<file path="src/rtl/ps2_rx_fifo.sv">
// ---------------------------------------------------------------------------
// ps2_rx_fifo
// PS/2 device-to-host receiver feeding a small byte FIFO.
// Synchronises the raw PS/2 pins, deserialises 11-bit frames (start, 8 data
// bits LSB-first, odd parity, stop), validates each frame and queues the
// good bytes for the keyboard state logic.
//
// Ports
//   clk         in   system clock
//   rst         in   synchronous reset, active-high
//   ps2_clk     in   raw PS/2 clock pin (asynchronous)
//   ps2_data    in   raw PS/2 data pin (asynchronous)
//   nextdata_n  in   active-low pop request, sampled on clk
//   data        out  FIFO head byte, 8'h00 when empty (combinational)
//   ready       out  FIFO non-empty
//   overflow    out  sticky: valid frame dropped because FIFO was full
//   frame_err   out  sticky: frame dropped for bad start/stop/parity
// ---------------------------------------------------------------------------
module ps2_rx_fifo #(
    parameter int unsigned FIFO_DEPTH  = 8,
    parameter int unsigned PTR_W       = 3,
    parameter int unsigned TIMEOUT_CYC = 50000
) (
    input  logic       clk,
    input  logic       rst,
    input  logic       ps2_clk,
    input  logic       ps2_data,
    input  logic       nextdata_n,
    output logic [7:0] data,
    output logic       ready,
    output logic       overflow,
    output logic       frame_err
);

    localparam int unsigned OCC_W  = PTR_W + 1;
    localparam int unsigned CNT_W  = 4;
    localparam int unsigned BUF_W  = 10;
    localparam int unsigned TO_W   = (TIMEOUT_CYC > 1) ? $clog2(TIMEOUT_CYC) : 1;

    localparam logic [0:0] ST_IDLE = 1'b0;
    localparam logic [0:0] ST_RECV = 1'b1;

    // ------------------------------------------------------------------
    // Pin synchronisers; idle bus level is high on both lines
    // ------------------------------------------------------------------
    logic [2:0] ps2c_sync;
    logic [1:0] ps2d_sync;

    always_ff @(posedge clk) begin
        if (rst) begin
            ps2c_sync <= 3'b111;
            ps2d_sync <= 2'b11;
        end else begin
            ps2c_sync <= {ps2c_sync[1:0], ps2_clk};
            ps2d_sync <= {ps2d_sync[0], ps2_data};
        end
    end

    logic ps2_fall;
    logic ps2_bit;

    assign ps2_fall = (ps2c_sync[2:1] == 2'b10);
    assign ps2_bit  = ps2d_sync[1];

    // ------------------------------------------------------------------
    // Frame receiver FSM: state register
    // ------------------------------------------------------------------
    logic [0:0]       state;
    logic [0:0]       state_nxt;
    logic [CNT_W-1:0] bit_cnt;
    logic [CNT_W-1:0] bit_cnt_nxt;
    logic [BUF_W-1:0] shift_buf;
    logic [BUF_W-1:0] shift_nxt;
    logic [TO_W-1:0]  to_cnt;
    logic [TO_W-1:0]  to_cnt_nxt;
    logic             frame_done_c;

    always_ff @(posedge clk) begin
        if (rst) begin
            state     <= ST_IDLE;
            bit_cnt   <= '0;
            shift_buf <= '0;
            to_cnt    <= '0;
        end else begin
            state     <= state_nxt;
            bit_cnt   <= bit_cnt_nxt;
            shift_buf <= shift_nxt;
            to_cnt    <= to_cnt_nxt;
        end
    end

    // ------------------------------------------------------------------
    // Frame receiver FSM: next state. Bits enter at the MSB so that after
    // ten shifts buf[0]=start, buf[8:1]=data, buf[9]=parity; the stop bit
    // is judged live on the 11th fall and never stored.
    // ------------------------------------------------------------------
    always_comb begin
        state_nxt    = state;
        bit_cnt_nxt  = bit_cnt;
        shift_nxt    = shift_buf;
        to_cnt_nxt   = '0;
        frame_done_c = 1'b0;

        case (state)
            ST_IDLE: begin
                if (ps2_fall) begin
                    state_nxt   = ST_RECV;
                    shift_nxt   = {ps2_bit, shift_buf[BUF_W-1:1]};
                    bit_cnt_nxt = CNT_W'(1);
                end
            end
            ST_RECV: begin
                if (ps2_fall) begin
                    if (bit_cnt == CNT_W'(10)) begin
                        state_nxt    = ST_IDLE;
                        bit_cnt_nxt  = '0;
                        frame_done_c = 1'b1;
                    end else begin
                        shift_nxt   = {ps2_bit, shift_buf[BUF_W-1:1]};
                        bit_cnt_nxt = bit_cnt + CNT_W'(1);
                    end
                end else if (to_cnt == TO_W'(TIMEOUT_CYC - 1)) begin
                    // Stalled frame: abandon silently, no error flag
                    state_nxt   = ST_IDLE;
                    bit_cnt_nxt = '0;
                end else begin
                    to_cnt_nxt = to_cnt + TO_W'(1);
                end
            end
            default: begin
                state_nxt   = ST_IDLE;
                bit_cnt_nxt = '0;
            end
        endcase
    end

    // Start low, stop high, odd parity across data and parity bit
    logic frame_ok_c;

    assign frame_ok_c = ~shift_buf[0] & ps2_bit & (^shift_buf[9:1]);

    // ------------------------------------------------------------------
    // Byte FIFO
    // ------------------------------------------------------------------
    logic [7:0]       fifo_mem [FIFO_DEPTH];
    logic [PTR_W-1:0] w_ptr;
    logic [PTR_W-1:0] r_ptr;
    logic [OCC_W-1:0] occ;
    logic             full_c;
    logic             push_c;
    logic             pop_c;

    assign full_c = (occ == OCC_W'(FIFO_DEPTH));
    assign ready  = (occ != '0);
    assign pop_c  = ready & ~nextdata_n;
    // A pop in the same cycle frees the slot, so a full FIFO still accepts
    assign push_c = frame_done_c & frame_ok_c & (~full_c | pop_c);

    // Storage is not reset; reads are masked by ready while empty
    always_ff @(posedge clk) begin
        if (push_c) begin
            fifo_mem[w_ptr] <= shift_buf[8:1];
        end
    end

    // Pointers, occupancy and sticky status
    always_ff @(posedge clk) begin
        if (rst) begin
            w_ptr     <= '0;
            r_ptr     <= '0;
            occ       <= '0;
            overflow  <= 1'b0;
            frame_err <= 1'b0;
        end else begin
            if (push_c) begin
                w_ptr <= w_ptr + PTR_W'(1);
            end
            if (pop_c) begin
                r_ptr <= r_ptr + PTR_W'(1);
            end
            if (push_c && !pop_c) begin
                occ <= occ + OCC_W'(1);
            end else if (pop_c && !push_c) begin
                occ <= occ - OCC_W'(1);
            end

            if (pop_c) begin
                overflow <= 1'b0;
            end else if (frame_done_c && frame_ok_c && full_c) begin
                overflow <= 1'b1;
            end

            if (frame_done_c && !frame_ok_c) begin
                frame_err <= 1'b1;
            end
        end
    end

    assign data = ready ? fifo_mem[r_ptr] : 8'h00;

endmodule

</file>
<file path="config.mk">
export PLATFORM = sky130hd
export DESIGN_NAME = ps2_rx_fifo
export DESIGN_NICKNAME = d
export VERILOG_FILES = /design/src/rtl/ps2_rx_fifo.sv
export SDC_FILE = /design/constraint.sdc
export NUM_CORES = 1
export LEC_CHECK = 0
export BUFFER_PORTS_ARGS = -buffer_cell sky130_fd_sc_hd__buf_2
export CAP_MARGIN = 10
export CORE_ASPECT_RATIO = 2
export CORE_MARGIN = 8
export CORE_UTILIZATION = 40
export CTS_CLUSTER_DIAMETER = 40
export DETAILED_ROUTE_END_ITERATION = 7
export HOLD_SLACK_MARGIN = 0.15
export REMOVE_ABC_BUFFERS = 1
export SYNTH_ARGS = -nofsm -noshare
export SYNTH_HDL_FRONTEND = slang
export SYNTH_SLANG_ARGS = --single-unit
</file>
<file path="constraint.sdc">
create_clock -name clk -period 2.8 [get_ports clk]
set_input_delay 0.56 -clock clk [delete_from_list [all_inputs] [get_ports clk]]
set_output_delay 0.56 -clock clk [all_outputs]
set_load 0.02 [all_outputs]
</file>
==> flow_metrics.py, run 1 <==
metrics = {
    "timing": {
        "hold_viol": 0,
        "fmax_mhz": 370.4,
        "rsz0062_at_grt": "true",
        "tightestPinTransition_ns": 0.7338,
        "finClkSkew_ns": 0.005457,
        "slew_violations": 0,
        "fin_crit_sh_pct": 96.41,
        "finalCriticalPeriod_ns": 2.699,
        "setup_viol": 0,
        "layout_setup_ws_ns": 0.1005,
        "relSlewSlack_pct": 50.82,
    },
    "cts": {
        "htreeDepth": 4,
        "cts_tree": "yes",
        "cts_setup_buffers": 0,
        "clockBufferDepth": 2,
        "clk_pin_slew_ns": 0.05,
        "cts_buffers": 17,
        "clkLatencyLatePin_ns": 0.41,
        "cts_root_buf": "clkbuf_16",
        "cts_sinks": 115,
    },
    "worst_setup_path": {
        "crit_arrival_ns": 3.05,
        "crit_type": "flip-flop to flip-flop",
        "worst-r2r-setup-slack_ns": 0.10,
        "crit_required_ns": 3.15,
        "critPathLaunchType": "flip-flop",
        "reg2reg_depth": 13,
        "crit_path_start": "occ[1]",
        "critical_path_peak_fanout": 5,
        "reg2reg_from": "occ[1]",
        "worst_setup_path_end_kind": "flip-flop",
    },
    "logic_synthesis": {
        "synth-seq-cells": 115,
        "synth_top_family_by_area": "simple AND/OR/NAND/NOR gates",
        "synthTopCellsByArea": "edfxtp_1, dfxtp_1, mux4_2",
        "muxShareOfSynthArea_pct": 10.03,
        "synthCells": 363,
        "syn_avg_cell_area_sq_um": 12.95,
        "synth_compound_area_share_pct": 4.312,
        "yosys.area.top_type": "edfxtp_1",
        "synth_xor_area_share_pct": 4.711,
        "yosysWarnings": 0,
        "post_synth_num_cell_types": 42,
        "netlist_area_sq_um": 4701,
        "synth_simple_gate_area_share_pct": 13.81,
        "synth_fa_ha_area_share_pct": 2.555,
        "yosysTopAreaCellShare_pct": 40.88,
        "ys_seq_area_share_pct": 62.60,
    },
    "drt": {
        "drt-total-wl_microns": 9115,
        "dr.first_iter.drc_count": 166,
        "first_pass_iters": 4,
        "route.detailed.drc": 0,
        "wire_per_inst_microns": 16.05,
        "drtAntennaViolNets": 0,
        "vias": 2912,
        "viasPerCell": 5.127,
    },
    "grt": {
        "first_global_vias": 3125,
        "grt_use_met2_pct": 24.09,
        "grt_busiest_layer": "met2",
        "antenna_found_initial": 0,
        "grt_overflow": 0,
        "met1_usage_pct": 11.39,
        "grt_pass1_wl_microns": 15200,
        "grt_start_max_net_pins": 34,
        "grtUsageTotal_pct": 12.89,
        "met3_usage_pct": 4.696,
    },
    "layout": {
        "finalNonFillerCells": 568,
        "final_common_cell": "edfxtp_1",
        "syn_to_final_growth_pct": 21.85,
        "final_cell_mix": "edfxtp_1, dfxtp_1, nor2_1, buf_4, nand2_1",
        "design_area_sq_um": 5728,
        "antenna_cells": 0,
        "fill_cells": 1072,
        "drive_gt1_share_pct": 26.48,
        "layout.nets": 425,
    },
    "pwr": {
        "power_leakage_uw": 0.001993,
        "p_per_area_nw_per_um2": 796.6,
        "vdd_ir_drop_max_mv": 0.4363,
    },
    "flow_run": {
        "drv_cap": 0,
    },
    "die": {
        "die_width_microns": 92.66,
        "die_y_microns": 169.3,
        "num_rows": 56,
        "coreArea_sq_um": 11630,
        "ios": 16,
        "die-area_sq_um": 15690,
        "start_util_pct": 40.42,
    },
    "hold_path": {
        "hold_class": "input pin to flip-flop",
        "min-delay-start": "ps2_data",
        "hold_depth": 2,
    },
    "placement": {
        "dpl_worst_slack_ns": -0.009824,
        "io_buffers": 15,
        "dp_hpwl_microns": 6343,
        "globalplace.congestion": 0.8188,
        "placed_cells": 537,
        "dpl-instance-area_sq_um": 5120,
    },
    "outcome": {
        "status": "completed",
    },
}
## path summary, 6_finish.rpt
check                  to
max                occ[3]
min          ps2d_sync[0]
max reg2reg        occ[3]
min reg2reg  ps2d_sync[1]
## registers in the layout, indices dropped and copies added, names as in the netlist, 2 cells and up, named ones only
register   flops
ps2d_sync      2
w_ptr          3
bit_cnt        4
ps2c_sync      3
r_ptr          3
occ            4
fifo_mem      64
shift_buf     10
to_cnt        16
## where the power goes
group          internal, uW  switching (uW)
Clock                  1200             750
Sequential             1810            36.8
Combinational           356             410
## repair_timing
item,in CTS,in global routing
hold buffers,0,0
pin swaps,0,8
resized for setup,1,11
setup endpoints to repair,1,1
## logic make-up after synthesis
| family | Yosys count |
|---|---|
| adder cells (fa/ha/maj) | 9 |
| buffers and inverters | 24 |
| AO/OA/AOI/OAI | 37 |
| multiplexers | 27 |
| AND/OR/NAND/NOR | 129 |
| flip-flops | 115 |
| XOR/XNOR | 22 |
## critical path, stage by stage (launching register included)
cell and delay (ns):
dfxtp_1 0.39, nor4b_1 0.43, and2_1 0.26, nor3_1 0.09, nand2_1 0.09, inv_1 0.05, ha_2 0.18, inv_2 0.08
ha_4 0.19, a21o_1 0.16, a21oi_2 0.16, xnor2_2 0.09, or3_4 0.37, a21oi_2 0.11
## area by class of cell
cell class              instances  area, sq um  share of cell area, %
inverters                       8        30.03                 0.5242
well taps                     145        181.4                  3.167
flip-flops and latches        115         2945                  51.42
clock buffers                  17        425.4                  7.427
multi-input cells             224         1728                  30.17
repair buffers                 45        300.3                  5.242
clock inverters                14        117.6                  2.053
## synthesized netlist by cell type
cell type and instances:
xor2_1 9, nor3_1 11, inv_1 8, nand2_1 24
or2_2 6, nor2b_1 1, nand3_1 19, a211oi_1 1
edfxtp_1 64, or3_1 4, xnor2_1 11, nand4_1 5
and4_1 1, a21oi_1 23, xnor3_1 1, and3_1 2
xnor3_2 1, nor2_1 37, ha_1 8, fa_1 1
nor4_2 1, nor4_1 3, mux4_2 16, a21o_1 1
and3b_1 2, mux2i_1 10, o31ai_1 3, and2_1 1
nor4b_1 2, buf_2 2, nand2b_1 4, nand3b_1 1
mux2_2 1, nand4b_1 1, a31oi_1 2, nor4bb_1 2
dfxtp_1 51, clkbuf_1 12, o21a_1 1, buf_1 2
or4_1 2, o21ai_0 6
## through the flow
stage | power, uW | hold slack (ns) | TNS, ns | util, %
after detailed placement | 2622 | 0.3945 | -0.009824 | 44.02
after floorplan | 2375 | 0.3895 | -0.03595 | -
after global placement | 2618 | 0.3975 | 0 | 44.02
after CTS | 4582 | 0.3235 | 0 | 48.75
after global routing | 4786 | 0.3255 | -0.09060 | 49.25
final | 4563 | 0.3334 | 0 | 49.25
## routing by layer
metal | part of all wire (%) | vias to the layer above
li1 | - | 1431
met2 | 58 | 42
met4 | 2.5 | 0
met5 | 0 | -
met3 | 3.5 | 16
met1 | 35 | 1423
Power figures use the tool's default switching activity.
==> run 2: changes to the inputs <==
- PLACE_DENSITY: not set -> 0.59
- clock period: 2.8 -> 2.9 ns (I/O delays scaled with it)
==> run 2 against run 1 <==
  * Sequential share of layout area about the same
  * Cell area about the same
  * Routed wire length up 0.47%
  * Power down 0.11%
  * Sequential power down 3%
  * Combinational power down 8.2%
  * Register-to-register slack better by 0.07 ns
  * Clock skew up 0.0032 ns
  * Setup slack better by 0.067 ns
  * Maximum frequency down 1.2%
  * Largest power group unchanged
  * Critical path depth unchanged
==> flow_metrics.py, run 2 (synthesized netlist as in run 1, its figures left out) <==
metrics = {
    "outcome": {
        "status": "completed",
    },
    "drt": {
        "vias": 2900,
        "wire_per_inst_microns": 16.18,
        "viasPerCell": 5.124,
        "drtAntennaViolNets": 0,
        "dr.first_iter.drc_count": 204,
        "first_pass_iters": 4,
        "drt-total-wl_microns": 9158,
        "route.detailed.drc": 0,
    },
    "worst_setup_path": {
        "critPathSlowestCell": "xnor3_2",
        "crit_required_ns": 3.23,
        "crit_family": "XOR/XNOR gates",
        "reg2reg_from": "shift_buf[5]",
        "critPathLaunchType": "flip-flop",
        "worst_setup_path_end_kind": "flip-flop",
        "crit_buf_inv": 2,
        "crit_arrival_ns": 3.07,
        "crit_type": "flip-flop to flip-flop",
        "critical_path_peak_fanout": 3,
        "worstPathCellList": "xnor2_1 -> xnor3_2 -> xor2_2 -> nand2_1 -> inv_1 -> ha_2 -> inv_1 -> ha_1 -> a21o_1 -> a21oi_2 -> xnor2_1 -> or3_1 -> a21oi_1",
        "crit_path_start": "shift_buf[5]",
        "slowest_delay_ns": 0.47,
    },
    "layout": {
        "layout.nets": 422,
        "largest_register_ffs": 64,
        "antenna_cells": 0,
        "largestRegisters": "fifo_mem (64), to_cnt (16), shift_buf (10)",
        "final_common_cell": "edfxtp_1",
        "final_cell_mix": "edfxtp_1, dfxtp_1, nor2_1, buf_4, nand2_1",
        "drive_gt1_share_pct": 24.23,
        "design_area_sq_um": 5723,
        "syn_to_final_growth_pct": 21.75,
        "largest_register": "fifo_mem",
    },
    "grt": {
        "grt_overflow": 0,
        "grt_use_met2_pct": 24.25,
        "first_global_vias": 2956,
        "grt_busiest_layer": "met2",
        "met1_usage_pct": 11.41,
        "grtUsageTotal_pct": 12.65,
        "grt_start_max_net_pins": 34,
        "grt_pass1_wl_microns": 14990,
        "antenna_found_initial": 0,
        "met3_usage_pct": 3.810,
    },
    "cts": {
        "clk_pin_slew_ns": 0.05,
        "cts_root_buf": "clkbuf_16",
        "cts_sinks": 115,
        "clockBufferDepth": 2,
        "htreeDepth": 4,
        "cts_tree": "yes",
        "clkLatencyLatePin_ns": 0.41,
        "cts_buffers": 17,
    },
    "timing": {
        "tightestPinTransition_ns": 0.6945,
        "slew_violations": 0,
        "relSlewSlack_pct": 53.45,
        "timing.setup.tns_ns": 0,
        "layout_setup_ws_ns": 0.1680,
        "finClkSkew_ns": 0.008629,
        "setup_viol": 0,
        "hold_ws_ns": 0.3543,
        "hold_viol": 0,
        "fin_crit_sh_pct": 94.21,
        "finalCriticalPeriod_ns": 2.732,
        "fmax_mhz": 366.0,
    },
    "placement": {
        "dp_hpwl_microns": 6427,
        "io_buffers": 15,
        "dpl-instance-area_sq_um": 5090,
        "globalplace.congestion": 0.7959,
        "dpl_worst_slack_ns": 0.03002,
    },
    "die": {
        "die-area_sq_um": 15690,
        "num_rows": 56,
        "start_util_pct": 40.42,
        "die_y_microns": 169.3,
        "die_width_microns": 92.66,
        "ios": 16,
        "coreArea_sq_um": 11630,
    },
    "pwr": {
        "p_per_area_nw_per_um2": 796.4,
        "power_leakage_uw": 0.001985,
        "vdd_ir_drop_max_mv": 0.5955,
        "finalPower_uw": 4558,
    },
    "hold_path": {
        "hold_class": "input pin to flip-flop",
        "min-delay-start": "ps2_data",
    },
    "flow_run": {
        "drv_cap": 0,
    },
}
==> run 2: report_power, final <==
group | internal (uW) | switching [uW] | total, uW
Combinational | 317 | 386 | 703
Clock | 1340 | 729 | 2070
Sequential | 1740 | 40.1 | 1780
==> run 2: area by class of cell <==
type | count | area [sq um]
Clock inverter | 14 | 163.9
Timing Repair Buffer | 42 | 277.8
Inverter | 8 | 30.03
Tap cell | 145 | 181.4
Fill cell | 1078 | 5908
Clock buffer | 18 | 429.2
Multi-Input combinational cell | 224 | 1698
Sequential cell | 115 | 2943
==> run 2: timing repair <==
| action | CTS | global route |
|---|---|---|
| hold buffers | 0 | 0 |
| setup endpoints to repair | 0 | 1 |
| setup buffers | 0 | 1 |
| gates resized for setup | 0 | 6 |
==> run 2: final timing paths <==
| kind | endpoint | slack, ns | cells past startpoint |
|---|---|---|---|
| max reg2reg | occ[3] | 0.17 | 13 |
| min reg2reg | ps2c_sync[1] | 0.41 | 1 |
| max | occ[3] | 0.17 | 13 |
| min | ps2d_sync[0] | 0.35 | 2 |
==> run 2: through the flow <==
stage | utilization (%) | cells
floorplan | - | 347
global placement | 43.76 | 533
detailed placement | 43.76 | 533
CTS | 48.86 | 565
global route | 49.20 | 566
finish | 49.20 | 566
==> run 2: layer usage <==
layer  up-vias  share of wire (%)
met4         0                2.3
met1      1420                 36
met3        14                3.0
met5         -                  0
met2        41                 59
li1       1425                  -
==> run 2: worst register-to-register path, stage by stage, from the launching register on <==
cell and delay, ns:
dfxtp_1 0.31, xnor2_1 0.16, xnor3_2 0.47, xor2_2 0.18
nand2_1 0.09, inv_1 0.07, ha_2 0.18, inv_1 0.08
ha_1 0.27, a21o_1 0.19, a21oi_2 0.14, xnor2_1 0.08
or3_1 0.30, a21oi_1 0.15
